[config.mk]
export PLATFORM = sky130hd
export DESIGN_NAME = tmds_serializer
export DESIGN_NICKNAME = d
export VERILOG_FILES = /design/src/rtl/tmds_serializer.sv
export SDC_FILE = /design/constraint.sdc
export NUM_CORES = 1
export LEC_CHECK = 0
export CORE_ASPECT_RATIO = 0.75
export CORE_MARGIN = 2
export CORE_UTILIZATION = 58
export DETAILED_ROUTE_END_ITERATION = 16
export PLACE_DENSITY_LB_ADDON = 0.25
export SETUP_SLACK_MARGIN = 0.02
export SYNTH_ARGS = -nofsm -noshare
export SYNTH_HDL_FRONTEND = slang
export SYNTH_SLANG_ARGS = --single-unit
[constraint.sdc]
create_clock -name clk -period 4.35 [get_ports clk]
set_clock_uncertainty 0.1 [all_clocks]
set_input_delay 0.435 -clock clk [delete_from_list [all_inputs] [get_ports clk]]
set_output_delay 0.435 -clock clk [all_outputs]
set_load 0.05 [all_outputs]
[src/rtl/tmds_serializer.sv]
// Three-lane TMDS bit serializer with a clock-lane pattern generator, running on the bit clock.
// A one-word hold register sits between the upstream valid/ready handshake and the lane shifters.
module tmds_serializer #(
    parameter logic [9:0] IDLE_SYM = 10'b1101010100,
    parameter logic [9:0] CLK_SYM  = 10'b0000011111,
    parameter int         UCNT_W   = 16
) (
    input  logic              clk,
    input  logic              rst_n,
    input  logic              s_valid,
    output logic              s_ready,
    input  logic [9:0]        s_tmds0,
    input  logic [9:0]        s_tmds1,
    input  logic [9:0]        s_tmds2,
    output logic              data0_p,
    output logic              data1_p,
    output logic              data2_p,
    output logic              clk_p,
    output logic              word_start,
    output logic [UCNT_W-1:0] underflow_cnt
);

    logic              run_reg;
    logic [3:0]        bit_cnt_reg;
    logic              hold_full_reg;
    logic              armed_reg;
    logic              word_start_reg;
    logic [UCNT_W-1:0] ucnt_reg;
    logic [9:0]        clk_shift_reg;

    logic [2:0][9:0]   lane_in;
    logic [2:0]        lane_bit;
    logic              load;
    logic              accept;
    logic              underflow;

    assign lane_in   = {s_tmds2, s_tmds1, s_tmds0};
    assign load      = run_reg & (bit_cnt_reg == 4'd9);
    assign s_ready   = run_reg & (~hold_full_reg | load);
    assign accept    = s_valid & s_ready;
    assign underflow = load & ~hold_full_reg & armed_reg;

    always_ff @(posedge clk or negedge rst_n) begin
        if (!rst_n) begin
            run_reg        <= 1'b0;
            bit_cnt_reg    <= 4'd9;
            hold_full_reg  <= 1'b0;
            armed_reg      <= 1'b0;
            word_start_reg <= 1'b0;
            ucnt_reg       <= '0;
        end else begin
            run_reg        <= 1'b1;
            word_start_reg <= load;
            if (run_reg) begin
                bit_cnt_reg <= (bit_cnt_reg == 4'd9) ? 4'd0 : bit_cnt_reg + 4'd1;
            end
            // A simultaneous accept refills the hold as the old word leaves it.
            if (accept) begin
                hold_full_reg <= 1'b1;
                armed_reg     <= 1'b1;
            end else if (load) begin
                hold_full_reg <= 1'b0;
            end
            if (underflow && (ucnt_reg != {UCNT_W{1'b1}})) begin
                ucnt_reg <= ucnt_reg + {{(UCNT_W-1){1'b0}}, 1'b1};
            end
        end
    end

    always_ff @(posedge clk or negedge rst_n) begin
        if (!rst_n) begin
            clk_shift_reg <= '0;
        end else if (load) begin
            clk_shift_reg <= CLK_SYM;
        end else begin
            clk_shift_reg <= {1'b0, clk_shift_reg[9:1]};
        end
    end

    genvar gi;
    generate
        for (gi = 0; gi < 3; gi++) begin : g_lane
            logic [9:0] hold_reg;
            logic [9:0] shift_reg;

            always_ff @(posedge clk or negedge rst_n) begin
                if (!rst_n) begin
                    hold_reg  <= '0;
                    shift_reg <= '0;
                end else begin
                    if (accept) begin
                        hold_reg <= lane_in[gi];
                    end
                    if (load) begin
                        shift_reg <= hold_full_reg ? hold_reg : IDLE_SYM;
                    end else begin
                        shift_reg <= {1'b0, shift_reg[9:1]};
                    end
                end
            end

            assign lane_bit[gi] = shift_reg[0];
        end
    endgenerate

    assign data0_p       = lane_bit[0];
    assign data1_p       = lane_bit[1];
    assign data2_p       = lane_bit[2];
    assign clk_p         = clk_shift_reg[0];
    assign word_start    = word_start_reg;
    assign underflow_cnt = ucnt_reg;

endmodule

==> impl_metrics.csv <==
group,metric,value,unit
status,status,"finished clean",
synthesis,synth_cell_type_count,37,
global_routing,first_global_vias,2200,
global_routing,grt_pass1_wl,10600,um
timing,slew_headroom,24.7,%
clock_tree,cts_resized,0,
layout,finalInstanceArea,0.00447,sq mm
min_path,hold_path_class,"primary input to async pin",
synthesis,synth-seq-area-share,60.1,%
critical_path,cpMaxStageDelayCell,"dfrtp_1",
place,gp_congestion,0.766,
routing,wl_met2,3030,um
critical_path,crit_fanout,32,
floorplan,die_w,95.8,um
routing,viasPerCell,5.31,
pwr,p_switching,0.000759,W
pwr,swShare,29.8,%
timing,setup_tns,0,ns
place,dpl_cell_area,0.00424,sq mm
clock_tree,post-cts-setup-buffer-count,0,
timing,worstMarginPinSlew,1.13,ns
synthesis,synthTopCellsByArea,"dfrtp_1, mux2_4, nand2_1",
routing,wirelength,6430,um
layout,antenna_cells,0,
synthesis,synthFlopType,"dfrtp_1",
layout,fillCellCount,408,
clock_tree,postCtsHoldBufs,0,
critical_path,required,3.82,ns
clock_tree,root_buffer,"clkbuf_8",
routing,drtIter0Drc,133,
synthesis,yosysTopAreaCell,"dfrtp_1",
critical_path,path_cells,"o21ai_2 -> and2_1 -> clkdlybuf4s50_1",
flow_run,cap_violations,0,
routing,drt_pass1_iterations,4,
layout,nets,383,
clock_tree,clk_pin_slew_worst_paths,0.09,ns
synthesis,yosysWarnings,0,
timing,min_period_over_period,69.9,%
pwr,combPwrFrac,25.1,%
place,io_buffers,54,
clock_tree,h-tree-depth,3,
timing,finalHoldViolations,0,
pwr,power_per_cell_area,570,mW/mm^2
pwr,leakage,2.26,nW
timing,timing.fmax,329,MHz
floorplan,initial_core_util,59.2,%
global_routing,grt.total_usage,20.2,%
global_routing,grt_max_degree,89,
clock_tree,clk_latency,0.35,ns
synthesis,synth-seq-cells,88,
floorplan,core_area,0.00619,sq mm
synthesis,syn-cell-area,0.00367,sq mm
place,dp_worst_setup_slack,1.68,ns
synthesis,synthCells,295,
routing,wl_met3,334,um
synthesis,yosysMostFrequentCell,"dfrtp_1",
pwr,peakVddDrop,0.381,mV
synthesis,synth_top_area_share,58.7,%
global_routing,overflow,0,
routing,met1_length,3040,um
layout,drive_gt1_share,16.4,%
synthesis,synth_edf_count,0,
floorplan,die-area,0.00698,sq mm
pwr,power_frac_seq,50.2,%
timing,rsz0062_at_grt,"no",
clock_tree,cts_buffers,9,
clock_tree,clockBufferDepth,2,
synthesis,ys_top_cells_by_count,"dfrtp_1, nand2_1, mux2_4",
floorplan,die_height,72.9,um
critical_path,worst_ep_arrival_time,2.51,ns
clock_tree,cts.sinks,88,
routing,drc,0,
routing,routedWlPerCell,14.8,um
clock_tree,cts_tree,"built",
routing,num_vias,2310,
critical_path,cpPeakStageDelay,1.03,ns
timing,slew_violations,0,
synthesis,syn_avg_cell_area,12.4,sq um
routing,ant_nets,0,
floorplan,rows,25,
place,dpl.hpwl,4130,um
synthesis,synth_nets,329,
timing,fin_crit,3.04,ns
synthesis,synthArstFlopShare,100,%
pwr,p_clk_share,24.7,%
global_routing,antenna_found_initial,0,
routing,highest_layer,"met4",
critical_path,worst_setup_path_end_kind,"output port",
pwr,p_total,0.00255,W
layout,area_growth,21.9,%
timing,postLayoutSetupSlackWorst,1.31,ns
timing,setup_viol,0,
floorplan,io_pins,55,
critical_path,crit_type,"register to output port",
pwr,power.internal,0.00179,W
critical_path,critPathLaunchType,"register",
==> per-layer routing <==
| metal | vias up | global-route usage, % |
|---|---|---|
| li1 | 1105 | - |
| met1 | 1144 | 29.9 |
| met2 | 59 | 28.9 |
| met3 | 2 | 7.02 |
| met4 | 0 | 5.40 |
| met5 | - | 0 |
==> power by group through the flow <==
| stage | clock [W] | combinational [W] | sequential, W |
|---|---|---|---|
| 5_1_grt | 0.000675 | 0.000704 | 0.00131 |
| 6_report | 0.000629 | 0.000639 | 0.00128 |
| 3_3_place_gp | 0 | 0.000617 | 0.00128 |
| 2_1_floorplan | 0 | 0.000463 | 0.00128 |
| 3_5_place_dp | 0 | 0.000644 | 0.00129 |
| 4_1_cts | 0.000641 | 0.000650 | 0.00128 |
==> critical path, delay by kind of cell (launching register included) <==
kind | cells | cell delay (ns)
compound gates | 1 | 0.20
buf+inv | 1 | 0.70
flops | 1 | 1.03
simple gates | 1 | 0.23
==> cell families (layout without fill, tap and decap cells) <==
| logic type | after synthesis | after routing | share of synthesized area (%) |
|---|---|---|---|
| compound gates | 21 | 21 | 3.44 |
| xor+xnor | 15 | 15 | 3.58 |
| fa+ha+maj | 1 | 1 | 0.341 |
| buf+inv | 28 | 87 | 3.62 |
| flops | 88 | 88 | 60.1 |
| mux | 32 | 32 | 12.7 |
| other cells | 1 | 1 | 0.102 |
| simple gates | 109 | 109 | 16.1 |
==> metrics by stage <==
stage | cells | hold slack [ns] | util, %
6_report | 435 | 0.168 | 72.2
5_1_grt | 435 | 0.258 | 72.2
4_1_cts | 435 | 0.220 | 72.2
3_5_place_dp | 419 | 0.323 | 68.5
3_3_place_gp | 419 | 0.315 | 68.5
2_1_floorplan | 295 | 0.0394 | -
==> cell usage in the layout (no fill, tap or decap), types with 3 or more instances in the layout <==
master,synthesis,layout
nor3b_1,4,4
mux2_2,4,4
mux2_4,28,28
xor2_1,14,14
a31oi_1,12,12
nor2_1,15,15
inv_1,16,16
nand2b_1,6,6
clkbuf_8,0,10
o21ai_0,4,4
nor3_1,7,7
dfrtp_1,86,86
nand3_1,18,18
nand2_1,39,39
clkdlybuf4s50_1,0,53
nand4_1,3,3
a21oi_1,3,3
==> layout make-up <==
class | instances | area, sq um | share of cell area [%]
sequential | 88 | 2200 | 49.3
clock buffer | 10 | 138 | 3.08
inverter | 16 | 60.1 | 1.34
timing repair buffer | 55 | 546 | 12.2
multi-input combinational | 179 | 1330 | 29.8
clock inverter | 6 | 90.1 | 2.02
tap | 81 | 101 | 2.27
==> path summary, 6_finish.rpt <==
path                                   startpoint                endpoint  slack [ns]  cells past startpoint
min in group clk           g_lane[2].shift_reg[6]  g_lane[2].shift_reg[5]        0.34                      2
setup reg to reg                   bit_cnt_reg[0]  g_lane[1].shift_reg[3]        1.90                      6
setup / recovery                    hold_full_reg                 s_ready        1.31                      3
hold reg to reg            g_lane[2].shift_reg[6]  g_lane[2].shift_reg[5]        0.34                      2
hold / removal                              rst_n       underflow_cnt[11]        0.17                      1
max in group asynchronous                   rst_n          bit_cnt_reg[2]        3.30                      1
No activity file was read; power rests on OpenSTA's default activity.
